<file path="config.mk">
export PLATFORM = sky130hd
export DESIGN_NAME = k12a_spi_target
export DESIGN_NICKNAME = d
export VERILOG_FILES = /design/src/rtl/k12a_spi_target.sv
export SDC_FILE = /design/constraint.sdc
export NUM_CORES = 1
export LEC_CHECK = 0
export ABC_AREA = 1
export CORE_ASPECT_RATIO = 0.9
export CORE_MARGIN = 4
export CORE_UTILIZATION = 41
export DETAILED_ROUTE_END_ITERATION = 7
export PLACE_DENSITY = 0.64
export SYNTH_ARGS = -nofsm -noshare
export SYNTH_HDL_FRONTEND = slang
export SYNTH_SLANG_ARGS = --single-unit
</file>
<file path="constraint.sdc">
create_clock -name cpu_clock -period 3.4 [get_ports cpu_clock]
set_input_delay 0.68 -clock cpu_clock [delete_from_list [all_inputs] [get_ports cpu_clock]]
set_output_delay 0.68 -clock cpu_clock [all_outputs]
set_load 0.01 [all_outputs]
</file>
<file path="src/rtl/k12a_spi_target.sv">
// ---------------------------------------------------------------------------
// k12a_spi_target
//
// SPI target (mode 0, MSB first, 8-bit) that oversamples the master pins in
// the cpu_clock domain. MOSI is deserialised into rx_data and a single-entry
// reply buffer feeds the MISO shifter.
//
// Ports:
//   cpu_clock, reset      : system clock, synchronous active-high reset
//   spi_sck/mosi/cs_n     : asynchronous master pins (cs_n active low)
//   spi_miso              : serial reply to master (0 while idle)
//   tx_data/valid/ready   : reply byte write port
//   rx_data/valid/ack     : received byte, level valid, consumer acknowledge
//   rx_overrun            : sticky, byte arrived while rx_valid was still set
//   tx_underrun           : sticky, DEFAULT_TX sent from an empty buffer
//   status_clear          : clears both sticky flags (a coincident set wins)
//   busy                  : frame active; this is the FSM state (1 = ACTIVE)
//
// Handshake: a reply byte transfers on any rising cpu_clock edge where
// tx_valid && tx_ready; tx_valid may wait for tx_ready but tx_ready never
// waits for tx_valid. rx_valid stays high until a cycle with rx_ack.
// ---------------------------------------------------------------------------
module k12a_spi_target #(
    parameter logic [7:0] DEFAULT_TX  = 8'hFF,
    parameter int         SYNC_STAGES = 2
) (
    input  logic       cpu_clock,
    input  logic       reset,
    input  logic       spi_sck,
    input  logic       spi_mosi,
    input  logic       spi_cs_n,
    output logic       spi_miso,
    input  logic [7:0] tx_data,
    input  logic       tx_valid,
    output logic       tx_ready,
    output logic [7:0] rx_data,
    output logic       rx_valid,
    input  logic       rx_ack,
    output logic       rx_overrun,
    output logic       tx_underrun,
    input  logic       status_clear,
    output logic       busy
);

    typedef enum logic {
        IDLE   = 1'b0,
        ACTIVE = 1'b1
    } state_t;

    state_t state, state_next;

    // Synchronisers plus one history flop per pin; idle levels on reset so
    // leaving reset never looks like an edge.
    logic [SYNC_STAGES-1:0] sck_sync, mosi_sync, cs_sync;
    logic                   sck_hist, cs_hist;

    logic [7:0] tx_shift;
    logic [7:0] rx_shift;
    logic [2:0] bit_count;
    logic [7:0] buf_data;
    logic       buf_full;

    logic sck_s, mosi_s, cs_s;
    logic sck_rise, sck_fall, cs_fall, cs_rise;
    logic start_frame, in_frame, do_rise, do_fall;
    logic load_tx, byte_done, tx_write;

    assign sck_s  = sck_sync[SYNC_STAGES-1];
    assign mosi_s = mosi_sync[SYNC_STAGES-1];
    assign cs_s   = cs_sync[SYNC_STAGES-1];

    assign sck_rise = sck_s & ~sck_hist;
    assign sck_fall = ~sck_s & sck_hist;
    assign cs_fall  = ~cs_s & cs_hist;
    assign cs_rise  = cs_s & ~cs_hist;

    // Deselect takes priority over any sck edge seen in the same cycle.
    assign start_frame = (state == IDLE) && cs_fall;
    assign in_frame    = (state == ACTIVE) && !cs_rise;
    assign do_rise     = in_frame && sck_rise;
    assign do_fall     = in_frame && sck_fall;

    // A reply byte is loaded at frame start and at every byte boundary.
    assign load_tx   = start_frame || (do_fall && (bit_count == 3'd0));
    assign byte_done = do_rise && (bit_count == 3'd7);
    assign tx_write  = tx_valid && !buf_full;

    assign tx_ready = ~buf_full;
    assign busy     = (state == ACTIVE);
    assign spi_miso = (state == ACTIVE) && tx_shift[7];

    always_ff @(posedge cpu_clock) begin
        if (reset) begin
            state <= IDLE;
        end else begin
            state <= state_next;
        end
    end

    always_comb begin
        state_next = state;
        case (state)
            IDLE:    if (cs_fall) state_next = ACTIVE;
            ACTIVE:  if (cs_rise) state_next = IDLE;
            default: state_next = IDLE;
        endcase
    end

    always_ff @(posedge cpu_clock) begin
        if (reset) begin
            sck_sync    <= '0;
            mosi_sync   <= '0;
            cs_sync     <= '1;
            sck_hist    <= 1'b0;
            cs_hist     <= 1'b1;
            tx_shift    <= 8'h00;
            rx_shift    <= 8'h00;
            bit_count   <= 3'd0;
            buf_data    <= 8'h00;
            buf_full    <= 1'b0;
            rx_data     <= 8'h00;
            rx_valid    <= 1'b0;
            rx_overrun  <= 1'b0;
            tx_underrun <= 1'b0;
        end else begin
            sck_sync  <= {sck_sync[SYNC_STAGES-2:0], spi_sck};
            mosi_sync <= {mosi_sync[SYNC_STAGES-2:0], spi_mosi};
            cs_sync   <= {cs_sync[SYNC_STAGES-2:0], spi_cs_n};
            sck_hist  <= sck_s;
            cs_hist   <= cs_s;

            // MISO shifter
            if (load_tx) begin
                tx_shift <= buf_full ? buf_data : DEFAULT_TX;
            end else if (do_fall) begin
                tx_shift <= {tx_shift[6:0], 1'b0};
            end

            // Reply buffer: a write can only land while empty, so a pop in
            // the same cycle already took DEFAULT_TX and the write is kept.
            if (tx_write) begin
                buf_data <= tx_data;
                buf_full <= 1'b1;
            end else if (load_tx) begin
                buf_full <= 1'b0;
            end

            // Receive side
            if (start_frame) begin
                bit_count <= 3'd0;
                rx_shift  <= 8'h00;
            end else if (do_rise) begin
                bit_count <= bit_count + 3'd1;
                rx_shift  <= {rx_shift[6:0], mosi_s};
            end

            if (byte_done) begin
                rx_data  <= {rx_shift[6:0], mosi_s};
                rx_valid <= 1'b1;
            end else if (rx_ack) begin
                rx_valid <= 1'b0;
            end

            // Sticky flags: a setting event beats status_clear.
            if (byte_done && rx_valid && !rx_ack) begin
                rx_overrun <= 1'b1;
            end else if (status_clear) begin
                rx_overrun <= 1'b0;
            end

            if (load_tx && !buf_full) begin
                tx_underrun <= 1'b1;
            end else if (status_clear) begin
                tx_underrun <= 1'b0;
            end
        end
    end

endmodule

</file>
==> results.yml, run 1 <==
outcome:
  outcome: "finished, final reports clean"
routing:
  wl_per_cell_um: 10.99
  vias_per_cell: 4.497
  routed_wl_mm: 3.669
  route.detailed.drc: 0
  dr.pass1.iters: 4
  dr.first_iter.drc_count: 90
  vias: 1502
  ant_nets: 0
finish:
  fin_util_pct: 52.60
  layout_commonest_cell: "nor2_1"
  antenna_cells: 0
  area_delta_synth_final_pct: 24.28
  layout-drive-gt1-share_pct: 8.824
  final_cells: 334
  layout_common_cells: "51 x nor2_1, 47 x dfxtp_1, 34 x nand2_1"
  final_nets: 290
global_routing:
  grt_pass1_vias: 1429
  grt_start_max_net_pins: 17
  globalRouteTotalUtil_pct: 14.23
  antenna_found_initial: 0
  overflow: 0
  top_usage_layer: "met2"
  globalRouteMet3Util_pct: 3.598
  grtUsageMet2_pct: 21.59
  grtUsageMet1_pct: 18.89
  grt_pass1_wl_mm: 6.361
cts:
  insertion_delay_ps: 300
  cts_tree: "built"
  cts_root_buffer: "clkbuf_8"
  clock-sinks: 47
  clk_pin_slew_worst_paths_ps: 90
  htree_num_levels: 2
  cts-buffers-inserted: 5
  cts_buffer_depth: 2
  cts_resized: 0
  post_cts_buffers: 0
  cts_hold_buf: 0
yosys:
  synth_fp_nets: 261
  synth_seq_cells: 47
  synth_cell_types: 22
  yosys_warnings: 0
  yosysSeqAreaShare_pct: 50.17
  syn_avg_cell_area_um2: 7.750
  netlist_area_um2: 1876
  syn_inst: 242
die:
  die_area_um2: 5722
  die_h_um: 72.17
  num_rows: 23
  num_io_pins: 30
  dieWidth_um: 79.30
  start_util_pct: 42.32
  coreArea_um2: 4432
timing:
  timing.fmax_mhz: 468.2
  setup_ws_ps: 1264
  tns_ps: 0
  maxSlewViolCount: 0
  worst_pin_slew_ps: 497.3
  setup_viol: 0
  rsz0062_at_grt: "no"
  finalCriticalPeriod_ps: 2136
  period_share_pct: 62.82
  relSlewSlack_pct: 66.74
  finalHoldViolations: 0
  finClkSkew_ps: 5.712
place:
  hpwl_mm: 2.522
  port_buffers: 29
  dp.cells: 326
  place_congestion: 0.7268
  place_ws_ps: 941.3
setup_path:
  cp_top_family: "buffers and inverters"
  crit_type: "reg -> out"
  end_kind: "output port"
  crit_fanout: 5
  critPathRequiredTime_ps: 2720
  slowest_stage: "clkdlybuf4s50_1"
  path_buf_inv: 2
  path_cells: "nand2_1 > inv_1 > clkdlybuf4s50_1"
  reg2reg_slack_ps: 1700
  arrival_ps: 1460
  cp_slowest_stage_delay_ps: 520
  critPathLaunchType: "register"
pwr:
  p_per_area_nw_per_um2: 495.8
  leakage_nw: 1.025
  ir_drop_uv: 276.4
hold_path:
  min_path_type: "reg -> reg"
run:
  maxCapViolations: 0
[worst paths after layout]
| kind | cells after the start | to | startpoint |
|---|---|---|---|
| min reg2reg | 2 | sck_sync[1] | sck_sync[0] |
| max | 3 | spi_miso | busy |
| min | 2 | sck_sync[1] | sck_sync[0] |
| max reg2reg | 5 | rx_data[0] | busy |
[routing by layer]
| metal | share of wire, % | wire (µm) | vias to the layer above |
|---|---|---|---|
| met4 | 2.2 | 79 | 0 |
| li1 | - | - | 815 |
| met1 | 52 | 1894 | 652 |
| met2 | 42 | 1523 | 27 |
| met3 | 4.7 | 172 | 8 |
| met5 | 0 | 0 | - |
[final cells by class]
class / count / area [µm²]
fill: 448 / 2101
sequential: 47 / 940.9
multi-input combinational: 159 / 777.0
timing repair buffer: 30 / 297.8
inverter: 28 / 105.1
tap: 62 / 77.57
clock buffer: 6 / 72.57
clock inverter: 2 / 60.06
[registers in the layout, summed over array words and instances (netlist names)]
name / cells
tx_shift: 8
cs_sync: 2
tx_underrun: 1
buf_full: 1
buf_data: 8
bit_count: 3
mosi_sync: 2
rx_valid: 1
sck_hist: 1
rx_overrun: 1
cs_hist: 1
sck_sync: 2
busy: 1
rx_data: 8
rx_shift: 7
[tightest hold or removal path, stage by stage, from the launching register on]
cell and delay, ps:
dfxtp_1 310, inv_1 40, nor2_1 30
[synthesized netlist by cell type]
cell type	count	area [µm²]
nand4_4	1	21.27
buf_1	2	7.510
inv_2	3	11.26
or2_2	3	18.77
buf_6	2	22.52
nand2_4	1	11.26
nand3_4	1	17.52
nand3b_1	5	37.54
a21oi_2	2	17.52
o21ai_0	24	120.1
nand2_1	34	127.6
buf_2	3	15.01
a21oi_1	19	95.09
o21ai_1	3	15.01
buf_4	1	7.510
nand3_1	7	35.03
nand2_2	4	25.02
nor2_2	1	6.260
ha_1	3	37.54
nor2_1	51	191.4
dfxtp_1	47	940.9
inv_1	25	93.84
[through the flow]
step / total power, mW / area (µm²) / hold slack [ps]
4_1_cts: 1.167 / 2331 / 406.7
6_report: 1.156 / 2331 / 405.4
3_3_place_gp: 0.6881 / 2198 / 389.7
2_1_floorplan: 0.6541 / 1876 / 388.3
5_1_grt: 1.200 / 2331 / 434.9
3_5_place_dp: 0.6887 / 2198 / 394.8
[report_power, final]
| part | leakage (nW) | total, mW | internal (mW) | switching, mW |
|---|---|---|---|---|
| Combinational | 0.576 | 0.0947 | 0.0439 | 0.0508 |
| Clock | 0.0654 | 0.480 | 0.294 | 0.186 |
| Sequential | 0.384 | 0.581 | 0.571 | 0.0109 |
[cell families (layout without fill, tap and decap cells)]
kind of cell,after synthesis,count (layout),synth area share [%]
adder cells (fa/ha/maj),3,3,2.002
buffers and inverters,36,66,8.406
flip-flops,47,47,50.17
AO/OA/AOI/OAI,48,48,13.21
AND/OR/NAND/NOR,108,108,26.22
(Power assumes the default switching activity.)
==> run 2, diff against run 1 <==
--- a/config.mk
+++ b/config.mk
@@ -10,7 +10,7 @@
 export CORE_MARGIN = 4
 export CORE_UTILIZATION = 41
 export DETAILED_ROUTE_END_ITERATION = 7
-export PLACE_DENSITY = 0.64
+export PLACE_DENSITY = 0.66
 export SYNTH_ARGS = -nofsm -noshare
 export SYNTH_HDL_FRONTEND = slang
 export SYNTH_SLANG_ARGS = --single-unit
==> constraint.sdc (replaced) <==
create_clock -name cpu_clock -period 1.9 [get_ports cpu_clock]
set_input_delay 0.38 -clock cpu_clock [delete_from_list [all_inputs] [get_ports cpu_clock]]
set_output_delay 0.38 -clock cpu_clock [all_outputs]
set_load 0.01 [all_outputs]
==> results.yml, run 2 (synthesized netlist as in run 1, its figures left out) <==
setup_path:
  arrival_ps: 1390
  cp_slowest_stage_delay_ps: 520
  path_cells: "nand2_1 > inv_1 > clkdlybuf4s50_1"
  crit_type: "reg -> out"
  slowest_stage: "clkdlybuf4s50_1"
  critPathLaunchType: "register"
  cp_top_family: "buffers and inverters"
  reg2reg_slack_ps: 490
  path_buf_inv: 2
  end_kind: "output port"
  worstRegToRegCells: 7
  r2r_end: "rx_data[2]"
  critPathRequiredTime_ps: 1520
  crit_fanout: 5
  r2r_start: "cs_hist"
finish:
  antenna_cells: 0
  nFillCells: 471
  fin_util_pct: 51.75
  layout_commonest_cell: "nor2_1"
  top_regs: "buf_data x8, rx_data x8, tx_shift x8"
  area_delta_synth_final_pct: 22.28
  layout-drive-gt1-share_pct: 9.158
  final_nets: 293
  layout_common_cells: "51 x nor2_1, 47 x dfxtp_1, 34 x nand2_1"
cts:
  post_cts_buffers: 0
  cts-buffers-inserted: 5
  cts_buffer_depth: 2
  htree_num_levels: 2
  cts_root_buffer: "clkbuf_8"
  cts_tree: "built"
  insertion_delay_ps: 290
  clock-sinks: 47
  cts_resized: 0
  cts_hold_buf: 0
  clk_pin_slew_worst_paths_ps: 70
timing:
  tns_ps: 0
  worst_pin_slew_ps: 339.8
  finalHoldViolations: 0
  maxSlewViolCount: 0
  relSlewSlack_pct: 77.29
  setup_viol: 0
  finalCriticalPeriod_ps: 1769
  rsz0062_at_grt: "no"
  timing.fmax_mhz: 565.4
  period_share_pct: 93.09
  finClkSkew_ps: 9.319
  fin_hold_ws_ps: 402.9
routing:
  wl_per_cell_um: 10.92
  vias: 1566
  vias_per_cell: 4.675
  dr.pass1.iters: 4
  routed_wl_mm: 3.657
  dr.first_iter.drc_count: 131
  ant_nets: 0
  route.detailed.drc: 0
die:
  dieWidth_um: 79.30
  num_io_pins: 30
  num_rows: 23
  die_area_um2: 5722
  die_h_um: 72.17
  start_util_pct: 42.32
  coreArea_um2: 4432
outcome:
  outcome: "finished, final reports clean"
hold_path:
  whs_endpoint: "sck_sync[1]"
  holdCritStartpoint: "sck_sync[0]"
  min_path_type: "reg -> reg"
  whs_path_depth: 2
place:
  hpwl_mm: 2.612
  port_buffers: 29
  place_congestion: 0.7728
global_routing:
  antenna_found_initial: 0
  grt_pass1_wl_mm: 6.279
  globalRouteTotalUtil_pct: 13.73
  overflow: 0
  grt_pass1_vias: 1441
  grt_start_max_net_pins: 19
pwr:
  ir_drop_uv: 360.7
  fin_total_pwr_mw: 1.755
  leakage_nw: 1.012
  p_per_area_nw_per_um2: 765.0
run:
  maxCapViolations: 0
-- run 2: changes by cell type in the layout (fill, tap and decap cells not counted), sizes merged --
| cell | before | now |
|---|---|---|
| bufinv | 2 | 0 |
| buf | 1 | 4 |
-- run 2: cell type report --
| class | instances | area (µm²) | share of cell area [%] |
|---|---|---|---|
| Timing Repair Buffer | 33 | 320.3 | 13.97 |
| Clock buffer | 6 | 72.57 | 3.164 |
| Multi-Input combinational cell | 159 | 777.0 | 33.88 |
| Sequential cell | 47 | 940.9 | 41.03 |
| Tap cell | 62 | 77.57 | 3.382 |
| Inverter | 28 | 105.1 | 4.583 |
-- run 2: routing by layer --
layer  GRT usage, %  part of all wire (%)
met1          17.96                    51
met2          21.68                    43
met3          4.218                   4.9
met4          4.580                   1.3
met5              0                     0
-- run 2: per-stage QoR --
step | instance area [µm²] | std cells | worst slack [ps]
2_1_floorplan | 1876 | 242 | 686.5
3_3_place_gp | 2221 | 329 | 399.2
3_5_place_dp | 2221 | 329 | 373.8
4_1_cts | 2293 | 335 | 110.7
5_1_grt | 2293 | 335 | 25.06
6_report | 2293 | 335 | 131.3
-- run 2: tightest hold or removal path: stages, from the launching register on --
cell	delay (ps)
dfxtp_1	300
inv_1	40
nor2_1	30
-- run 2: power breakdown --
group          leakage [nW]  internal (mW)  switching [mW]
registers             0.384           1.02          0.0194
logic                 0.591         0.0815          0.0923
clock network        0.0371          0.246           0.295
total                  1.01           1.35           0.406
-- run 2: how the worst max path moves through the flow --
stage	startpoint	depth (start not counted)	endpoint
floorplan	bit_count[0]	9	tx_shift[7]
global placement	tx_valid	5	buf_data[3]
detailed placement	tx_valid	5	buf_data[1]
CTS	busy	3	spi_miso
global route	busy	3	spi_miso
finish	busy	3	spi_miso
